## src/rtl/regfile_alu_pkg.sv

```systemverilog
// regfile_alu_pkg: opcodes, FSM states and flag bundle shared by regfile_alu_mc
package regfile_alu_pkg;
    typedef enum logic [3:0] {
        OP_AND = 4'd0,
        OP_OR  = 4'd1,
        OP_ADD = 4'd2,
        OP_SUB = 4'd3,
        OP_XOR = 4'd4,
        OP_SLT = 4'd5,
        OP_SLL = 4'd6,
        OP_SRL = 4'd7,
        OP_MUL = 4'd8
    } op_e;
    typedef enum logic {IDLE, BUSY} state_e;
    typedef struct packed {
        logic zero;
        logic neg;
        logic carry;
        logic ovf;
    } flags_t;
endpackage

```

## src/rtl/iter_mul.sv

```systemverilog
// iter_mul: DATA_W-cycle unsigned shift-add multiplier
// Ports: clk, rst_n (async active-low); start loads a/b; busy while iterating;
//        done marks the final iteration, when product already holds the full result.
module iter_mul #(
    parameter int DATA_W = 8
) (
    input  logic                  clk,
    input  logic                  rst_n,
    input  logic                  start,
    input  logic [DATA_W-1:0]     a,
    input  logic [DATA_W-1:0]     b,
    output logic                  busy,
    output logic                  done,
    output logic [2*DATA_W-1:0]   product
);
    import regfile_alu_pkg::*;
    localparam int CW = $clog2(DATA_W);
    logic [2*DATA_W-1:0] mcand, acc;
    logic [DATA_W-1:0]   mplier;
    logic [CW-1:0]       cnt;
    // product is the accumulator after this cycle's add, so the last step can be written back directly
    assign product = acc + (mplier[0] ? mcand : '0);
    assign done    = busy && cnt == CW'(DATA_W - 1);
    always_ff @(posedge clk or negedge rst_n) begin
        if (!rst_n) begin
            mcand  <= '0;
            acc    <= '0;
            mplier <= '0;
            cnt    <= '0;
            busy   <= 1'b0;
        end else if (start) begin
            mcand  <= {{DATA_W{1'b0}}, a};
            mplier <= b;
            acc    <= '0;
            cnt    <= '0;
            busy   <= 1'b1;
        end else if (busy) begin
            acc    <= product;
            mcand  <= mcand << 1;
            mplier <= mplier >> 1;
            cnt    <= cnt + 1'b1;
            busy   <= !done;
        end
    end
endmodule

```

## src/rtl/regfile_alu_mc.sv

```systemverilog
// regfile_alu_mc: register file + ALU executing one op per valid/ready handshake, iterative MUL
// Ports: clk, rst_n (async active-low); op_valid/op_ready handshake; op_code, ra1, ra2, wa, we,
//        alu_src, imm describe the op; done pulses with result and zero/neg/carry/ovf flags,
//        illegal flags an unsupported op_code; cpu_out mirrors rf[OUT_REG].
module regfile_alu_mc
    import regfile_alu_pkg::*;
#(
    parameter int DATA_W   = 8,
    parameter int NUM_REGS = 16,
    parameter int OUT_REG  = NUM_REGS - 1,
    localparam int AW      = $clog2(NUM_REGS)
) (
    input  logic              clk,
    input  logic              rst_n,
    input  logic              op_valid,
    output logic              op_ready,
    input  logic [3:0]        op_code,
    input  logic [AW-1:0]     ra1,
    input  logic [AW-1:0]     ra2,
    input  logic [AW-1:0]     wa,
    input  logic              we,
    input  logic              alu_src,
    input  logic [DATA_W-1:0] imm,
    output logic              done,
    output logic [DATA_W-1:0] result,
    output logic              zero,
    output logic              neg,
    output logic              carry,
    output logic              ovf,
    output logic              illegal,
    output logic [DATA_W-1:0] cpu_out
);
    localparam int SW = $clog2(DATA_W);
    logic [DATA_W-1:0]   rf [NUM_REGS];
    logic [DATA_W-1:0]   src_a, src_b, alu_res, nres, wr_data, result_q;
    logic [DATA_W:0]     sum, diff;
    logic [2*DATA_W-1:0] product;
    logic [AW-1:0]       wr_addr, mul_wa;
    logic                alu_c, alu_v, alu_ill, nc, nv, nill, wr_en, upd, accept, mul_start;
    logic                mul_we, mul_busy, mul_done, carry_q, ovf_q, done_q, ill_q;
    state_e              state_q, state_d;
    op_e                 op;
    flags_t              flags;
    assign op      = op_e'(op_code);
    assign src_a   = rf[ra1];
    assign src_b   = alu_src ? imm : rf[ra2];
    assign sum     = {1'b0, src_a} + {1'b0, src_b};
    assign diff    = {1'b0, src_a} - {1'b0, src_b};
    always_comb begin
        alu_res = '0;
        alu_c   = 1'b0;
        alu_v   = 1'b0;
        alu_ill = 1'b0;
        case (op)
            OP_AND: alu_res = src_a & src_b;
            OP_OR:  alu_res = src_a | src_b;
            OP_XOR: alu_res = src_a ^ src_b;
            OP_ADD: begin
                alu_res = sum[DATA_W-1:0];
                alu_c   = sum[DATA_W];
                alu_v   = (src_a[DATA_W-1] == src_b[DATA_W-1]) && (sum[DATA_W-1] != src_a[DATA_W-1]);
            end
            OP_SUB: begin
                alu_res = diff[DATA_W-1:0];
                alu_c   = diff[DATA_W];
                alu_v   = (src_a[DATA_W-1] != src_b[DATA_W-1]) && (diff[DATA_W-1] != src_a[DATA_W-1]);
            end
            OP_SLT: alu_res = DATA_W'($signed(src_a) < $signed(src_b));
            OP_SLL: alu_res = src_a << src_b[SW-1:0];
            OP_SRL: alu_res = src_a >> src_b[SW-1:0];
            OP_MUL: alu_res = '0;
            default: alu_ill = 1'b1;
        endcase
    end
    iter_mul #(.DATA_W(DATA_W)) u_mul (
        .clk     (clk),
        .rst_n   (rst_n),
        .start   (mul_start),
        .a       (src_a),
        .b       (src_b),
        .busy    (mul_busy),
        .done    (mul_done),
        .product (product)
    );
    // Write-back and flag update happen at the accept edge (single-cycle ops)
    // or at the multiplier's final iteration edge.
    always_comb begin
        state_d   = state_q;
        accept    = op_valid && state_q == IDLE;
        mul_start = accept && op == OP_MUL;
        upd       = 1'b0;
        wr_en     = 1'b0;
        wr_addr   = wa;
        wr_data   = alu_res;
        nres      = alu_res;
        nc        = alu_c;
        nv        = alu_v;
        nill      = alu_ill;
        if (state_q == IDLE) begin
            if (mul_start) state_d = BUSY;
            else if (accept) begin
                upd   = 1'b1;
                wr_en = we && !alu_ill;
            end
        end else if (mul_busy && mul_done) begin
            state_d = IDLE;
            upd     = 1'b1;
            wr_en   = mul_we;
            wr_addr = mul_wa;
            wr_data = product[DATA_W-1:0];
            nres    = product[DATA_W-1:0];
            nc      = |product[2*DATA_W-1:DATA_W];
            nv      = 1'b0;
            nill    = 1'b0;
        end
    end
    always_ff @(posedge clk or negedge rst_n) begin
        if (!rst_n) begin
            state_q  <= IDLE;
            result_q <= '0;
            carry_q  <= 1'b0;
            ovf_q    <= 1'b0;
            done_q   <= 1'b0;
            ill_q    <= 1'b0;
            mul_wa   <= '0;
            mul_we   <= 1'b0;
            for (int i = 0; i < NUM_REGS; i++) rf[i] <= '0;
        end else begin
            state_q <= state_d;
            done_q  <= upd;
            ill_q   <= upd && nill;
            if (upd) begin
                result_q <= nres;
                carry_q  <= nc;
                ovf_q    <= nv;
            end
            if (mul_start) begin
                mul_wa <= wa;
                mul_we <= we;
            end
            // rf[0] is never written, so it reads as zero forever
            if (wr_en && wr_addr != '0) rf[wr_addr] <= wr_data;
        end
    end
    assign flags    = '{zero: result_q == '0, neg: result_q[DATA_W-1], carry: carry_q, ovf: ovf_q};
    assign op_ready = state_q == IDLE;
    assign done     = done_q;
    assign illegal  = ill_q;
    assign result   = result_q;
    assign zero     = flags.zero;
    assign neg      = flags.neg;
    assign carry    = flags.carry;
    assign ovf      = flags.ovf;
    assign cpu_out  = rf[OUT_REG];
endmodule

```

## config.mk

```make
export PLATFORM = sky130hd
export DESIGN_NAME = regfile_alu_mc
export DESIGN_NICKNAME = d
export VERILOG_FILES = /design/src/rtl/regfile_alu_pkg.sv /design/src/rtl/iter_mul.sv /design/src/rtl/regfile_alu_mc.sv
export SDC_FILE = /design/constraint.sdc
export NUM_CORES = 1
export LEC_CHECK = 0
export CORE_UTILIZATION = 47
export CTS_CLUSTER_DIAMETER = 30
export DETAILED_ROUTE_END_ITERATION = 6
export PLACE_DENSITY = 0.65
export SETUP_SLACK_MARGIN = 0.2
export SYNTH_ARGS = -nofsm -noshare
export SYNTH_HDL_FRONTEND = slang
export SYNTH_HIERARCHICAL = 1
export SYNTH_SLANG_ARGS = --single-unit
export TNS_END_PERCENT = 50
```

## constraint.sdc

```tcl
create_clock -name clk -period 3.45 [get_ports clk]
set_input_delay 0.69 -clock clk [delete_from_list [all_inputs] [get_ports clk]]
set_output_delay 0.69 -clock clk [all_outputs]
set_load 0.005 [all_outputs]
```

==> results of run 1 <==
## layer usage
layer | vias up | wire length, µm | GRT usage (%)
li1 | 4748 | - | -
met1 | 5199 | 16610 | 40.18
met2 | 409 | 19070 | 49.73
met3 | 70 | 2264 | 4.119
met4 | 0 | 1046 | 8.590
met5 | - | 0 | 0
## area by class of cell
| type | instances | area share, % |
|---|---|---|
| Tap cell | 335 | 2.534 |
| Clock inverter | 15 | 1.361 |
| Clock buffer | 17 | 2.571 |
| Timing Repair Buffer | 318 | 18.05 |
| Sequential cell | 190 | 28.75 |
| Inverter | 36 | 0.9151 |
| Multi-Input combinational cell | 843 | 45.83 |
## cell usage in the layout (no fill, tap or decap), types with 6 or more instances in the layout
cell type,instances
nand2b_1,16
o21ai_2,9
mux2i_1,49
mux2_4,40
nor3_1,9
and2_1,21
ha_4,6
mux4_2,65
o21ai_0,34
clkdlybuf4s50_1,45
nand2_1,112
nand3_1,20
dfrtp_1,189
o21ai_1,31
mux2_2,55
inv_1,27
a31oi_1,7
nor2_1,74
a21oi_1,51
nor4_1,6
xnor2_1,9
ha_1,32
a21o_1,8
buf_4,224
buf_12,25
nor2b_1,9
clkbuf_16,18
xor2_1,11
buf_6,15
a21oi_2,15
## sequential cells by signal, indices dropped and copies added, names as in the netlist, 3 cells and up
name,count
rf,120
u_mul/acc,16
u_mul/mcand,16
cpu_out,8
result,8
u_mul/mplier,8
mul_wa,4
u_mul/cnt,3
## where the power goes
group,internal [mW],switching [mW],total (mW)
clock network,1.08,1.07,2.15
logic,1.77,1.81,3.58
registers,2.68,0.341,3.02
total,5.53,3.22,8.75
## timing repair
action / 4_1_cts / 5_1_grt
buffers inserted: 20 / 5
hold buffers: 0 / 0
endpoints found under the setup margin: 130 / 130
gates cloned: 6 / 0
pin swaps: 29 / 21
resized for setup: 111 / 43
## cell families (layout without fill, tap and decap cells)
group / after synthesis / after routing / share of synthesized area [%]
and+or+nand+nor: 327 / 327 / 12.89
AOI/OAI and AO/OA: 237 / 237 / 12.50
muxes: 213 / 213 / 25.15
DFF: 190 / 190 / 38.23
buffers and inverters: 127 / 386 / 5.071
adders and majority gates: 44 / 44 / 4.608
xor gates and xnor gates: 22 / 22 / 1.549
## metrics by stage
stage | setup TNS, ns | worst slack [ns] | power [mW] | area, µm²
after floorplan | -57.22 | -0.6867 | 5.249 | 12650
after global placement | -120.82 | -1.146 | 6.281 | 14930
after detailed placement | -123.43 | -1.183 | 6.366 | 14930
after CTS | -25.20 | -0.3141 | 8.699 | 16330
after global routing | -35.32 | -0.4367 | 9.222 | 16540
final | -26.39 | -0.3681 | 8.753 | 16540
## worst reg2reg max path: stages (launching register included)
cell and delay (ns):
dfrtp_1 0.40, mux4_2 0.46, nand2b_4 0.16, a32o_4 0.29, nor2_4 0.11, inv_4 0.06
ha_4 0.16, fa_2 0.35, inv_2 0.06, a21oi_2 0.06, o21bai_4 0.14, a21oi_2 0.08
o21ba_4 0.24, mux2i_1 0.13, nor4_2 0.30, o21ai_2 0.18, buf_6 0.19, mux2_4 0.27
## worst paths after layout
check / from / to / depth (start not counted)
worst max register to register: rf[64] / rf[46] / 17
max in group asynchronous: rst_n / rf[29] / 2
worst min register to register: rf[125] / rf[125] / 0
worst max-delay path: ra1[0] / rf[46] / 16
worst min-delay path: rst_n / u_mul/acc[14] / 1
min in group clk: rf[125] / rf[125] / 0
==> impl_metrics.tcl, run 1 <==
set metrics [dict create \
    synth_top_cells_by_area "dfrtp_1 (38%), mux4_2 (11%), mux2_2 (8.3%)" \
    fillCellCount 2019 \
    ir_drop_mv 0.4148 \
    grt_use_total_pct 29.72 \
    hold_ws_ns 0.2387 \
    yosysSeqAreaShare_pct 38.23 \
    grt_pass1_vias 10378 \
    cp-end-kind "flop" \
    p_leak_nw 7.404 \
    fp.dieW_um 164.7 \
    area_growth_pct 33.03 \
    status "complete, but fails checks" \
    die_y_um 164.7 \
    num_io_pins 52 \
    cpMostUsedCell "buf_12" \
    reg2reg_slack_ns -0.31 \
    ys_types 88 \
    drv_slew 0 \
    tritoncts.num_buffers 17 \
    drt_pass1_iterations 5 \
    synth_area_mm2 0.01244 \
    synthFlopType "dfrtp_1" \
    max_cap_viol_count 0 \
    yosys_warnings 6 \
    grt_max_degree 75 \
    seq_area_mm2 0.004756 \
    syn_avg_cell_area_um2 10.72 \
    cp-start-kind "primary input" \
    root_buffer "clkbuf_16" \
    yosysMostFrequentCell "dfrtp_1" \
    globalRouteOverflowTotal 0 \
    wire_per_inst_um 22.23 \
    setup_viol 113 \
    hold_violations 0 \
    yosys-top-cells-count "dfrtp_1 (190), nand2_1 (113), mux2_2 (92), nor2_1 (76), mux4_2 (63)" \
    max_stage_delay_ns 0.57 \
    vias_per_cell 5.944 \
    crit_type "primary input to flop" \
    htreeDepth 4 \
    cp_top_family "multiplexers" \
    fin_util_pct 63.67 \
    place.gp.congestion 0.9394 \
    fin_ws_ns -0.3681 \
    num_rows 59 \
    path_clk_slew_ns 0.08 \
    antenna_found_initial 0 \
    synth_nets 1233 \
    critical_path_required_ns 3.78 \
    clkLatencyLatePin_ns 0.45 \
    violations "negative setup slack" \
    cts_tree "yes" \
    numPortBuffers 51 \
    via_count 10426 \
    crit_fanout 8 \
    dieArea_mm2 0.02711 \
    synth_area_leader_cell "dfrtp_1" \
    coreArea_mm2 0.02598 \
    synth_edf_count 0 \
    start_util_pct 47.86 \
    tightest_slew_ns 0.7601 \
    drt_iter0_drc 953 \
    drcViolationCount 0 \
    final_nets 1479 \
    power_density_mw_per_mm2 529.1 \
    ant_nets 0 \
    max_freq_mhz 261.9 \
    finalCritPeriodShare_pct 110.7 \
    ys_async_sr_fraction_pct 100.0 \
    slew_headroom_pct 49.32 \
    slowest_stage "mux4_2" \
    synth_top_area_share_pct 38.23 \
    finClkSkew_ns 0.02173 \
    wl_um 38990 \
    diodes 0 \
    rsz0062_at_grt "true" \
    critPathBufInv 6 \
    multiInputGateArea_mm2 0.007581 \
    path_cells "buf_12 > buf_12 > buf_12 > mux4_2 > mux4_2 > ha_4 > inv_4 > buf_6 > o21bai_4 > a21oi_2 > o21ba_4 > mux2i_1 > nor4_2 > o21ai_2 > buf_6 > mux2_4" \
    arrival_ns 4.15 \
    ys_ff_latch 190 \
    synthCells 1160 \
    cts.sinks 190 \
    cts.path.max_buffers 2 \
    grt_pass1_wl_um 59900 \
    dp.cells 1691 \
    final_cells 1754 \
    min_path_type "primary input to asynchronous set/reset pin" \
    dp_hpwl_um 27290 \
    min_period_ns 3.818 \
    drive_gt1_share_pct 39.68 \
]
Power figures use the tool's default switching activity.
==> run 2, diff against run 1 <==
--- a/config.mk
+++ b/config.mk
@@ -5,13 +5,13 @@
 export SDC_FILE = /design/constraint.sdc
 export NUM_CORES = 1
 export LEC_CHECK = 0
+export CAP_MARGIN = 15
 export CORE_UTILIZATION = 47
 export CTS_CLUSTER_DIAMETER = 30
 export DETAILED_ROUTE_END_ITERATION = 6
-export PLACE_DENSITY = 0.65
+export PLACE_DENSITY = 0.62
 export SETUP_SLACK_MARGIN = 0.2
 export SYNTH_ARGS = -nofsm -noshare
 export SYNTH_HDL_FRONTEND = slang
-export SYNTH_HIERARCHICAL = 1
 export SYNTH_SLANG_ARGS = --single-unit
 export TNS_END_PERCENT = 50
==> constraint.sdc (replaced) <==
create_clock -name clk -period 3.88 [get_ports clk]
set_input_delay 0.776 -clock clk [delete_from_list [all_inputs] [get_ports clk]]
set_output_delay 0.776 -clock clk [all_outputs]
set_load 0.005 [all_outputs]
==> impl_metrics.tcl, run 2 <==
set metrics [dict create \
    status "complete, but fails checks" \
    violations "negative setup slack" \
    place.gp.congestion 0.9284 \
    cpMostUsedCell "mux4_2" \
    grt_pass1_vias 9648 \
    setup_viol 38 \
    synth_nets 1144 \
    synthFlopType "dfrtp_1" \
    largest_registers "rf: 120 flops, u_mul.acc: 16 flops, u_mul.mcand: 16 flops" \
    slowest_stage "mux4_2" \
    dp_hpwl_um 25090 \
    via_count 9477 \
    setup_tns_ns -1.265 \
    place_area_mm2 0.01398 \
    yosysSeqAreaShare_pct 39.68 \
    p_int_mw 4.721 \
    cp_top_family "multiplexers" \
    finalCritPeriodShare_pct 102.0 \
    tritoncts.num_buffers 17 \
    final_common_cell "dfrtp_1" \
    use_met1_pct 39.74 \
    drive_gt1_share_pct 38.63 \
    ys_types 71 \
    start_util_pct 47.72 \
    max_freq_mhz 252.8 \
    antenna_found_initial 0 \
    drt_iter0_drc 875 \
    grt_pass1_wl_um 57080 \
    finalPower_mw 7.338 \
    final_cell_mix "dfrtp_1 (189), buf_4 (160), nor2_1 (114)" \
    tightest_slew_ns 0.7935 \
    design_area_mm2 0.01549 \
    p_sw_share_pct 35.66 \
    rsz0062_at_grt "true" \
    vias_per_cell 5.919 \
    min_path_type "primary input to asynchronous set/reset pin" \
    seq_power_share_pct 37.1 \
    yosys-top-cells-count "dfrtp_1 (190), nor2_1 (120), mux2_2 (89), mux4_2 (70), nand2_1 (58)" \
    synth_area_leader_cell "dfrtp_1" \
    critical_path_required_ns 4.27 \
    area_growth_pct 29.31 \
    arrival_ns 4.34 \
    r2r_start "rf[16]" \
    cp-start-kind "primary input" \
    ys_ff_latch 190 \
    hold_violations 0 \
    wire_per_inst_um 22.33 \
    fp.dieW_um 161.7 \
    critPathBufInv 5 \
    crit_fanout 15 \
    grt_use_total_pct 29.04 \
    root_buffer "clkbuf_16" \
    fin_ws_ns -0.07628 \
    final_nets 1333 \
    power.share.clock_pct 25.9 \
    gr-usage-met2_pct 47.65 \
    p_leak_nw 6.925 \
    syn_avg_cell_area_um2 11.21 \
    dieArea_mm2 0.02614 \
    drcViolationCount 0 \
    synth_top_cells_by_area "dfrtp_1 (40%), mux4_2 (13%), mux2_2 (8.4%)" \
    regMostFlops "rf" \
    slew_headroom_pct 46.95 \
    synth_area_mm2 0.01198 \
    htreeDepth 4 \
    wl_um 35750 \
    ys_async_sr_fraction_pct 100.0 \
    cts_tree "yes" \
    ir_drop_mv 0.3434 \
    grt_use_met3_pct 3.677 \
    globalRouteOverflowTotal 0 \
    ant_nets 0 \
    numPortBuffers 51 \
    cp-end-kind "flop" \
    grt_max_degree 94 \
    crit_type "primary input to flop" \
    diodes 0 \
    yosys_warnings 0 \
    r2r_cells 13 \
    synthCells 1069 \
    largest_reg_flops 120 \
    synth_top_area_share_pct 39.68 \
    fillCellCount 2038 \
    path_cells "buf_12 > mux4_2 > mux4_2 > mux2i_4 > inv_2 > buf_6 > ha_4 > inv_2 > fa_2 > mux4_2 > o32a_1 > a31oi_2 > buf_12 > mux2_2" \
    num_rows 58 \
    num_io_pins 52 \
    switchingPower_mw 2.617 \
    reg2reg_slack_ns 0 \
    rr_endpoint "rf[81]" \
    drt_pass1_iterations 5 \
    synth_edf_count 0 \
    finClkSkew_ns 0.02067 \
    coreArea_mm2 0.02511 \
    cts.sinks 190 \
    yosysMostFrequentCell "dfrtp_1" \
    power_density_mw_per_mm2 473.6 \
    path_clk_slew_ns 0.08 \
    max_cap_viol_count 0 \
    max_stage_delay_ns 0.55 \
    grt_busiest_layer "met2" \
    hold_ws_ns 0.3861 \
    cts.path.max_buffers 2 \
    p_comb_share_pct 37.1 \
    die_y_um 161.7 \
    min_period_ns 3.956 \
    drv_slew 0 \
    dp_slack_ns -0.8205 \
    clkLatencyLatePin_ns 0.45 \
]
## run 2: kinds of logic (layout without fill, tap and decap cells)
logic type / Yosys count / after routing / share of synthesized area, %
flip-flops: 190 / 190 / 39.68
AO/OA/AOI/OAI: 195 / 195 / 10.35
buffers and inverters: 112 / 314 / 4.365
AND/OR/NAND/NOR: 277 / 277 / 10.75
XOR/XNOR: 20 / 20 / 1.462
multiplexers: 229 / 229 / 28.40
adder cells (fa/ha/maj): 46 / 46 / 4.992
## run 2: layout make-up
| cell class | count | area (µm²) | area share [%] |
|---|---|---|---|
| Multi-Input combinational cell | 767 | 7223 | 46.62 |
| Timing Repair Buffer | 245 | 2322 | 14.99 |
| Clock inverter | 15 | 215.2 | 1.389 |
| Inverter | 37 | 138.9 | 0.8964 |
| Clock buffer | 17 | 425.4 | 2.746 |
| Tap cell | 330 | 412.9 | 2.665 |
| Sequential cell | 190 | 4756 | 30.70 |
## run 2: repair_timing
item,in CTS,in global routing
gates cloned,7,0
buffers inserted,19,4
hold buffers,0,0
pin swaps,22,15
resized for setup,122,22
endpoints found under the setup margin,128,129
## run 2: worst max-delay path by stage
stage,start,end,slack [ns],depth (start not counted)
3_5_place_dp,ra2[0],rf[76],-0.82,16
6_report,ra2[0],rf[81],-0.08,14
4_1_cts,ra2[0],rf[81],-0.04,14
5_1_grt,ra2[0],rf[118],-0.19,20
3_3_place_gp,ra2[0],rf[68],-0.77,16
2_1_floorplan,ra2[0],rf[25],-0.37,14
## run 2: metrics by stage
stage | instances | utilization, %
finish | 1601 | 61.71
floorplan | 1069 | -
global placement | 1539 | 55.69
CTS | 1597 | 61.28
global route | 1601 | 61.71
detailed placement | 1539 | 55.69
## run 2: power groups by stage
stage | clock network (mW) | logic [mW] | registers, mW
floorplan | 0 | 1.62 | 2.65
CTS | 1.92 | 2.68 | 2.72
global route | 2.00 | 2.97 | 2.77
detailed placement | 0 | 2.47 | 2.75
global placement | 0 | 2.45 | 2.73
finish | 1.90 | 2.72 | 2.72
## run 2: routing by layer
metal | share of wire, % | wire length, µm
met5 | 0 | 0
met4 | 3.0 | 1081
met3 | 5.2 | 1871
met2 | 49 | 17390
met1 | 43 | 15410
==> run 3, diff against run 2 <==
--- a/config.mk
+++ b/config.mk
@@ -5,6 +5,7 @@
 export SDC_FILE = /design/constraint.sdc
 export NUM_CORES = 1
 export LEC_CHECK = 0
+export ABC_CLOCK_PERIOD_IN_PS = 3880
 export CAP_MARGIN = 15
 export CORE_UTILIZATION = 47
 export CTS_CLUSTER_DIAMETER = 30
==> results of run 3 <==
Final layout, timing and power as in run 2 (identical DEF).
